File: config.mk
export PLATFORM = sky130hd
export DESIGN_NAME = cfg_sequencer
export DESIGN_NICKNAME = d
export VERILOG_FILES = /design/src/rtl/cfg_pkg.sv /design/src/rtl/cfg_fifo.sv /design/src/rtl/cfg_sequencer.sv
export SDC_FILE = /design/constraint.sdc
export NUM_CORES = 1
export LEC_CHECK = 0
export CORE_UTILIZATION = 50
export DETAILED_ROUTE_END_ITERATION = 8
export PLACE_DENSITY_LB_ADDON = 0.05
export SYNTH_ARGS = -nofsm -noshare
export SYNTH_HDL_FRONTEND = slang
export SYNTH_SLANG_ARGS = --single-unit
export TNS_END_PERCENT = 5
File: constraint.sdc
create_clock -name clk_in -period 14.9 [get_ports clk_in]
set_input_delay 2.235 -clock clk_in [delete_from_list [all_inputs] [get_ports clk_in]]
set_output_delay 2.235 -clock clk_in [all_outputs]
set_load 0.01 [all_outputs]
File: src/rtl/cfg_pkg.sv
// Shared types and constants for the per-tile configuration sequencer.
package cfg_pkg;

  localparam int TILE_ID_LSB = 0;
  localparam int TILE_ID_MSB = 15;
  localparam int REG_IDX_LSB = 16;
  localparam int REG_IDX_MSB = 31;

  localparam logic [15:0] BCAST_ID = 16'hFFFF;

  typedef struct packed {
    logic        last;
    logic [31:0] addr;
    logic [31:0] data;
  } cfg_word_t;

  typedef enum logic [1:0] {
    S_IDLE,
    S_ISSUE,
    S_GAP,
    S_RUN
  } state_t;

endpackage

File: src/rtl/cfg_fifo.sv
// Synchronous FIFO with extra-MSB pointers and registered full/empty flags.
module cfg_fifo #(
  parameter int DEPTH = 8,
  parameter int WIDTH = 65
) (
  input  logic             clk_in,
  input  logic             reset,
  input  logic             push,
  input  logic [WIDTH-1:0] wdata,
  input  logic             pop,
  output logic [WIDTH-1:0] rdata,
  output logic             full,
  output logic             empty
);

  localparam int AW = $clog2(DEPTH);

  logic [WIDTH-1:0] mem [DEPTH];
  logic [AW:0]      wr_ptr, rd_ptr, wr_nxt, rd_nxt;
  logic             do_push, do_pop;

  assign do_push = push && !full;
  assign do_pop  = pop && !empty;
  assign wr_nxt  = wr_ptr + (AW+1)'(do_push);
  assign rd_nxt  = rd_ptr + (AW+1)'(do_pop);

  // Flags are computed from next pointers so they are plain flops.
  always_ff @(posedge clk_in or negedge reset) begin
    if (!reset) begin
      wr_ptr <= '0;
      rd_ptr <= '0;
      full   <= 1'b0;
      empty  <= 1'b1;
    end else begin
      wr_ptr <= wr_nxt;
      rd_ptr <= rd_nxt;
      empty  <= (wr_nxt == rd_nxt);
      full   <= (wr_nxt[AW] != rd_nxt[AW]) && (wr_nxt[AW-1:0] == rd_nxt[AW-1:0]);
    end
  end

  always_ff @(posedge clk_in) begin
    if (do_push) mem[wr_ptr[AW-1:0]] <= wdata;
  end

  assign rdata = mem[rd_ptr[AW-1:0]];

endmodule

File: src/rtl/cfg_sequencer.sv
// Per-tile config sequencer: buffers, filters by tile ID, paces writes,
// and gates the tile into run mode after the final word.
module cfg_sequencer #(
  parameter int          DEPTH     = 8,
  parameter int          WRITE_GAP = 2,
  parameter logic [15:0] BCAST_ID  = 16'hFFFF
) (
  input  logic        clk_in,
  input  logic        reset,
  input  logic [15:0] tile_id,
  input  logic        cfg_valid_in,
  output logic        cfg_ready_out,
  input  logic [31:0] cfg_addr_in,
  input  logic [31:0] cfg_data_in,
  input  logic        cfg_last_in,
  output logic [31:0] config_addr_out,
  output logic [31:0] config_data_out,
  output logic        config_we_out,
  output logic        tile_run_out,
  output logic        busy_out,
  output logic [15:0] words_written_out,
  output logic [15:0] words_skipped_out
);
  import cfg_pkg::*;

  localparam int GW = (WRITE_GAP > 1) ? $clog2(WRITE_GAP) : 1;

  cfg_word_t         wr_word, head;
  logic              full, empty, pop, hit, miss, last_q, gap_done, match;
  logic [GW-1:0]     gap_cnt;
  state_t            state, state_nxt;

  assign wr_word = '{last: cfg_last_in, addr: cfg_addr_in, data: cfg_data_in};

  cfg_fifo #(.DEPTH(DEPTH), .WIDTH($bits(cfg_word_t))) u_fifo (
    .clk_in (clk_in),
    .reset  (reset),
    .push   (cfg_valid_in),
    .wdata  (wr_word),
    .pop    (pop),
    .rdata  (head),
    .full   (full),
    .empty  (empty)
  );

  assign cfg_ready_out = !full;
  assign match    = (head.addr[TILE_ID_MSB:TILE_ID_LSB] == tile_id) ||
                    (head.addr[TILE_ID_MSB:TILE_ID_LSB] == BCAST_ID);
  assign gap_done = (gap_cnt == GW'(WRITE_GAP - 1));
  assign busy_out = !((state == S_IDLE) || (state == S_RUN)) || !empty;

  always_comb begin
    state_nxt = state;
    pop       = 1'b0;
    hit       = 1'b0;
    miss      = 1'b0;
    case (state)
      S_IDLE:  if (!empty) state_nxt = S_ISSUE;
      S_ISSUE: begin
        if (empty) begin
          state_nxt = S_IDLE;
        end else begin
          pop  = 1'b1;
          hit  = match;
          miss = !match;
          if (WRITE_GAP > 0)  state_nxt = S_GAP;
          else if (head.last) state_nxt = S_RUN;
          else                state_nxt = S_ISSUE;
        end
      end
      S_GAP: begin
        if (gap_done) begin
          if (last_q)      state_nxt = S_RUN;
          else if (!empty) state_nxt = S_ISSUE;
          else             state_nxt = S_IDLE;
        end
      end
      S_RUN:   if (!empty) state_nxt = S_ISSUE;
      default: state_nxt = S_IDLE;
    endcase
  end

  always_ff @(posedge clk_in or negedge reset) begin
    if (!reset) begin
      state             <= S_IDLE;
      gap_cnt           <= '0;
      last_q            <= 1'b0;
      config_addr_out   <= '0;
      config_data_out   <= '0;
      config_we_out     <= 1'b0;
      tile_run_out      <= 1'b0;
      words_written_out <= '0;
      words_skipped_out <= '0;
    end else begin
      state         <= state_nxt;
      config_we_out <= hit;
      // Run asserts one cycle into RUN and drops on the edge that leaves it.
      tile_run_out  <= (state == S_RUN) && empty;
      gap_cnt       <= (state == S_GAP) ? gap_cnt + 1'b1 : '0;
      if (pop) last_q <= head.last;
      if (hit) begin
        config_addr_out <= head.addr;
        config_data_out <= head.data;
        if (words_written_out != 16'hFFFF) words_written_out <= words_written_out + 16'd1;
      end
      if (miss && words_skipped_out != 16'hFFFF)
        words_skipped_out <= words_skipped_out + 16'd1;
    end
  end

endmodule
==> flow_summary.yaml, run 1 <==
outcome:
  status: "finished, final reports clean"
critical_path:
  reg2regPathDepth: 10
  setup.worst_path.end_class: "register"
  crit_arrival_ps: 5870
  path_depth: 9
  required_ps: 15360
  crit_top_cell: "buf_4"
  rr_startpoint: "u_fifo.rd_ptr[0]"
  regToRegSetupSlack_ps: 9490
  slowest_stage: "buf_4"
  r2r_end: "config_data_out[9]"
  cp-start-kind: "input port"
  cp_max_fo: 42
  cp_cell_sequence: "clkdlybuf4s50_1, nor3_1, nand4b_1, nor4_1, a31oi_4, buf_4, nor2_4, buf_4, mux2_1"
  critical_path_buf_inv_count: 3
  cp_top_family: "simple AND/OR/NAND/NOR gates"
  slowest_delay_ps: 700
  path_class: "input port to register"
clock_network:
  cts_root_buffer: "clkbuf_16"
  cts_resized: 0
  clkSinkCount: 632
  cts.htree.levels: 3
  cts_buffers: 67
  path_clk_slew_ps: 60
  post-cts-setup-buffer-count: 0
  clock_path_buffers: 3
  cts_hold_buffers: 0
  clk_latency_ps: 590
  cts_tree: "yes"
global_routing:
  grt_overflow: 0
  grtUsageTotal_pct: 20.9
  grt_pass1_vias: 12800
  grt_start_max_net_pins: 72
  antenna_found_initial: 5
  grt_pass1_wl_um: 76900
finish:
  fillerInstances: 3554
  nets: 1518
  drive_above_1_share_pct: 20.4
  regArea_um2: 18400
  syn_to_final_growth_pct: 19.1
  multi_input_area_um2: 5910
  stdcell_count: 2089
timing:
  fin_crit_sh_pct: 36.3
  period_minus_slack_ps: 5410
  rsz0062_at_grt: "false"
  tns_ps: 0
  fin_worst_skew_ps: 24.6
  tightest_slew_ps: 1100
  max_slew_margin_pct: 26.9
  fmax_mhz: 185
  hold_violations: 0
  slew_violations: 0
  setup_viol: 0
job:
  cap_violations: 0
power_and_ir_drop:
  p_leak_nw: 10.3
  peakVddDrop_mv: 0.117
  p_sw_mw: 1.41
  p_int_mw: 3.70
  comb_power_share_pct: 24.4
  seqPwrFrac_pct: 44.6
  clockPowerShare_pct: 31.0
  power_density_nw_per_um2: 175
  p_sw_share_pct: 27.7
floorplan:
  core_area_um2: 48000
  row_count: 80
  die_h_um: 224
  die_area_um2: 50000
  io_pins: 184
  initial_utilization_pct: 51.1
  die_w_um: 224
drt:
  drc: 0
  ant_nets: 0
  drt-total-wl_um: 50000
  via_count: 11800
  drt_iter0_drc: 819
  viasPerCell: 5.67
  wire_per_inst_um: 23.9
  dr.pass1.iters: 4
worst_hold_path:
  hold_start: "gap_cnt"
  hold_path_depth: 1
  min_path_type: "register to register"
  hold_path_end: "gap_cnt"
synth:
  synth_edf_count: 520
  seq_area_frac_synth_pct: 75.1
  yosys_register_bits: 632
  synth_flop_cell: "edfxtp_1"
  synth_cell_types: 46
  syn_area_um2: 24500
  synthCells: 1203
  postSynth.asyncResetShare_pct: 17.7
  syn_area_per_cell_um2: 20.4
  yosysWarnings: 0
  syn_nets: 1297
placement:
  io_buffers: 183
  placedCellCount: 1970
  place.gp.congestion: 0.753
  dpl.hpwl_um: 27000
cells in the mapped netlist, types with 2 or more instances:
cell type | number | share of area, %
and2_1 | 4 | 0.10
nor4_2 | 7 | 0.36
nand2b_1 | 14 | 0.36
or3_1 | 3 | 0.076
mux2i_1 | 34 | 1.4
xnor2_1 | 16 | 0.57
or2_1 | 3 | 0.076
inv_1 | 7 | 0.11
o31ai_1 | 5 | 0.15
clkbuf_1 | 14 | 0.21
nor3_1 | 12 | 0.24
nand3b_1 | 2 | 0.061
nor2b_1 | 5 | 0.13
dfrtp_1 | 111 | 11
buf_4 | 12 | 0.37
buf_1 | 16 | 0.24
nand4b_1 | 3 | 0.11
xor2_1 | 27 | 0.96
o21ai_0 | 6 | 0.12
mux4_2 | 114 | 10
ha_1 | 10 | 0.51
edfxtp_1 | 520 | 64
buf_2 | 8 | 0.16
a22oi_1 | 6 | 0.18
mux2_1 | 65 | 3.0
nand4_1 | 12 | 0.31
nor4_1 | 4 | 0.10
nand2_1 | 39 | 0.60
nor2_1 | 19 | 0.29
a22o_1 | 10 | 0.36
a21oi_1 | 3 | 0.061
and4_1 | 2 | 0.071
mux2_2 | 49 | 2.2
o21ai_1 | 5 | 0.10
and3_1 | 8 | 0.20
nand3_1 | 18 | 0.37
metal layers:
layer	track usage, %	share of wire [%]
met5	0	0.064
met4	5.79	2.3
met3	4.79	4.8
met2	34.1	49
met1	28.4	44
logic make-up (layout without fill, tap and decap cells):
logic type | Yosys count | after routing | share of synthesized area, %
xor gates and xnor gates | 43 | 43 | 1.53
DFF | 632 | 632 | 75.1
muxes | 262 | 262 | 17.1
and+or+nand+nor | 158 | 158 | 3.54
adders and majority gates | 10 | 10 | 0.510
other | 0 | 2 | 0
buffers and inverters | 59 | 328 | 1.16
AOI/OAI and AO/OA | 39 | 39 | 1.12
area by class of cell:
class	count	share of cell area, %
sequential	632	63.1
multi-input combinational	512	20.2
timing repair buffer	203	6.77
clock buffer	95	6.62
tap	615	2.63
clock inverter	22	0.565
inverter	8	0.103
antenna	2	0.0171
worst max-delay path by stage:
stage / startpoint / to / slack (ps)
after floorplan: cfg_valid_in / u_fifo.mem[0][0] / 7370
after CTS: u_fifo.rd_ptr[0] / config_data_out[9] / 9380
final: tile_id[12] / config_data_out[9] / 9490
after global placement: tile_id[12] / config_data_out[10] / 8920
after global routing: u_fifo.rd_ptr[0] / config_data_out[9] / 9040
after detailed placement: tile_id[12] / config_data_out[9] / 8860
power by group through the flow:
stage	Sequential, mW	Combinational, mW	Clock (mW)
after floorplan	2.26	0.949	0
after global placement	2.31	1.28	0
after detailed placement	2.32	1.28	0
after CTS	2.28	1.28	1.62
after global routing	2.30	1.36	1.68
final	2.28	1.25	1.58
layout by cell type, fill, tap and decap left out, types with 13 or more instances in the layout:
cell type,n
mux2i_1,34
xnor2_1,16
clkbuf_1,16
xor2_1,27
nand2b_1,14
edfxtp_1,520
clkbuf_16,70
dfrtp_1,108
nor2_1,13
nand2_1,39
mux2_1,65
mux4_2,114
nand3_1,18
buf_4,21
mux2_2,49
clkdlybuf4s50_1,182
state kept, by name, summed over array words and instances (netlist names), 2 cells and up:
register           cells
u_fifo.mem           520
config_addr_out       32
config_data_out       32
words_skipped_out     16
words_written_out     16
u_fifo.rd_ptr          4
u_fifo.wr_ptr          4
state                  2
per-stage QoR:
step | setup WS [ps] | instance area, um2 | utilization, % | total power, mW | hold WS [ps]
finish | 9490 | 29200 | 60.8 | 5.11 | 405
global placement | 8920 | 27100 | 56.4 | 3.59 | 393
global route | 9040 | 29200 | 60.8 | 5.35 | 420
CTS | 9380 | 29200 | 60.8 | 5.19 | 408
floorplan | 7370 | 24500 | - | 3.21 | 384
detailed placement | 8860 | 27100 | 56.4 | 3.59 | 400
(Power assumes the default switching activity.)
==> run 2: changes to the inputs <==
==> constraint.sdc (replaced) <==
create_clock -name clk_in -period 4.6 [get_ports clk_in]
set_input_delay 0.69 -clock clk_in [delete_from_list [all_inputs] [get_ports clk_in]]
set_output_delay 0.69 -clock clk_in [all_outputs]
set_load 0.01 [all_outputs]
==> run 2 against run 1 <==
  * Cell count up 0.86%
  * Sequential cell count stayed put
  * Non-clock buffer count increased by 16
  * Largest power group unchanged
  * Clock skew is 1.9 ps lower
  * Power grew to 3.3 times the previous value
  * Worst hold slack got worse by 280 ps
  * Critical endpoint is now config_data_out[18]
  * Register-to-register slack lost 8700 ps
  * Critical path depth stayed put
==> flow_summary.yaml, run 2 (synthesis results as in run 1) <==
outcome:
  status: "finished, final reports clean"
clock_network:
  cts_root_buffer: "clkbuf_16"
  clkSinkCount: 632
  post-cts-setup-buffer-count: 0
  cts_buffers: 66
  cts.htree.levels: 3
  clk_latency_ps: 590
  path_clk_slew_ps: 60
  cts_hold_buffers: 0
  clock_path_buffers: 3
  cts_tree: "yes"
  cts_resized: 0
power_and_ir_drop:
  p_sw_mw: 4.62
  seqPwrFrac_pct: 43.4
  comb_power_share_pct: 25.1
  clockPowerShare_pct: 31.4
  p_leak_nw: 10.4
  p_sw_share_pct: 27.5
  peakVddDrop_mv: 0.427
  finalPower_mw: 16.8
  p_int_mw: 12.2
  power_density_nw_per_um2: 569
drt:
  wire_per_inst_um: 24.3
  drt_iter0_drc: 727
  drc: 0
  drt-total-wl_um: 51100
  via_count: 11900
  viasPerCell: 5.64
  dr.pass1.iters: 5
  ant_nets: 0
floorplan:
  row_count: 80
  die_area_um2: 50000
  initial_utilization_pct: 51.1
  die_h_um: 224
  core_area_um2: 48000
  die_w_um: 224
  io_pins: 184
critical_path:
  cp_max_fo: 24
  regToRegSetupSlack_ps: 780
  r2r_end: "config_data_out[18]"
  slowest_stage: "nor2b_1"
  required_ps: 5060
  cp_cell_sequence: "nor2b_1, a22oi_1, nand3b_1, nand4b_1, nor4_1, a31oi_4, nor2_4, buf_4, mux2_1"
  rr_startpoint: "u_fifo.rd_ptr[1]"
  crit_arrival_ps: 4280
  path_class: "register to register"
  cp-start-kind: "register"
  reg2regPathDepth: 9
  slowest_delay_ps: 690
  setup.worst_path.end_class: "register"
finish:
  utilization_pct: 61.4
  postLayoutCellArea_um2: 29500
  nets: 1533
  multi_input_area_um2: 5920
  largest_register_ffs: 520
  fillerInstances: 3490
  syn_to_final_growth_pct: 20.3
  most-common-layout-cells: "edfxtp_1, clkdlybuf4s50_1, mux4_2"
  final_common_cell: "edfxtp_1"
  regArea_um2: 18400
  drive_above_1_share_pct: 21.1
placement:
  placed_area_um2: 27400
  place.gp.congestion: 0.762
  dpl.hpwl_um: 28800
  io_buffers: 183
timing:
  rsz0062_at_grt: "false"
  period_minus_slack_ps: 3820
  setup_viol: 0
  tightest_slew_ps: 942
  tns_ps: 0
  fin_crit_sh_pct: 83.1
  fmax_mhz: 262
  fin_worst_skew_ps: 22.7
  slew_violations: 0
  max_slew_margin_pct: 36.9
  hold_violations: 0
global_routing:
  grtUsageMet1_pct: 29.0
  grt_overflow: 0
  grt_pass1_wl_um: 77400
  grt_start_max_net_pins: 59
  grt_pass1_vias: 12600
  antenna_found_initial: 6
  gr-max-usage-layer: "met2"
  use_met2_pct: 34.3
  grtUsageTotal_pct: 21.0
  grtUsageMet3_pct: 4.51
worst_hold_path:
  min_path_type: "input port to asynchronous set/reset pin"
job:
  cap_violations: 0
-- run 2: changes by cell type in the layout (fill, tap and decap cells not counted), moves of 2 or more --
| cell | change |
|---|---|
| buf_12 | +9 |
| buf_4 | +6 |
| bufinv_16 | +5 |
| clkbuf_1 | +3 |
| clkbuf_16 | -3 |
| clkbuf_8 | -3 |
| inv_6 | +3 |
| clkinv_2 | -2 |
-- run 2: per-layer routing --
metal / part of all wire, % / vias to the layer above
met5: 0.070 / -
met4: 2.1 / 6
met3: 4.5 / 79
met2: 49 / 254
met1: 44 / 6243
li1: - / 5300
-- run 2: area by class of cell --
cell class,count,area share [%]
Antenna cell,2,0.0170
Sequential cell,632,62.5
Timing Repair Buffer,219,7.51
Clock buffer,92,6.20
Multi-Input combinational cell,512,20.1
Tap cell,615,2.61
Inverter,8,0.102
Clock inverter,27,1.05
-- run 2: metrics by stage --
| stage | setup slack, ps | hold slack [ps] | std cells |
|---|---|---|---|
| after floorplan | -1390 | 384 | 1203 |
| after CTS | 686 | 117 | 2105 |
| after detailed placement | 738 | 403 | 1986 |
| final | 776 | 122 | 2107 |
| after global routing | 625 | 142 | 2107 |
| after global placement | 859 | 396 | 1986 |
-- run 2: how the worst max path moves through the flow --
stage | from | end | slack, ps | cells after the start
finish | u_fifo.rd_ptr[1] | config_data_out[18] | 780 | 9
global route | u_fifo.rd_ptr[1] | config_data_out[18] | 620 | 9
detailed placement | u_fifo.rd_ptr[1] | config_data_out[18] | 740 | 9
floorplan | cfg_valid_in | u_fifo.mem[4][0] | -1390 | 3
global placement | u_fifo.rd_ptr[1] | config_data_out[20] | 860 | 9
CTS | u_fifo.rd_ptr[1] | config_data_out[18] | 690 | 9
-- run 2: power groups by stage --
stage | logic [mW] | clock network [mW] | registers (mW)
after floorplan | 3.07 | 0 | 7.33
after global placement | 4.28 | 0 | 7.38
after detailed placement | 4.31 | 0 | 7.41
after CTS | 4.33 | 5.39 | 7.29
after global routing | 4.58 | 5.60 | 7.35
final | 4.22 | 5.28 | 7.29
-- run 2: critical path: cells and delay by family, from the launching register on --
family	cells	cell delay (ps)
buffers and inverters	1	270
muxes	1	340
AOI/OAI and AO/OA	2	440
and+or+nand+nor	5	1970
DFF	1	640
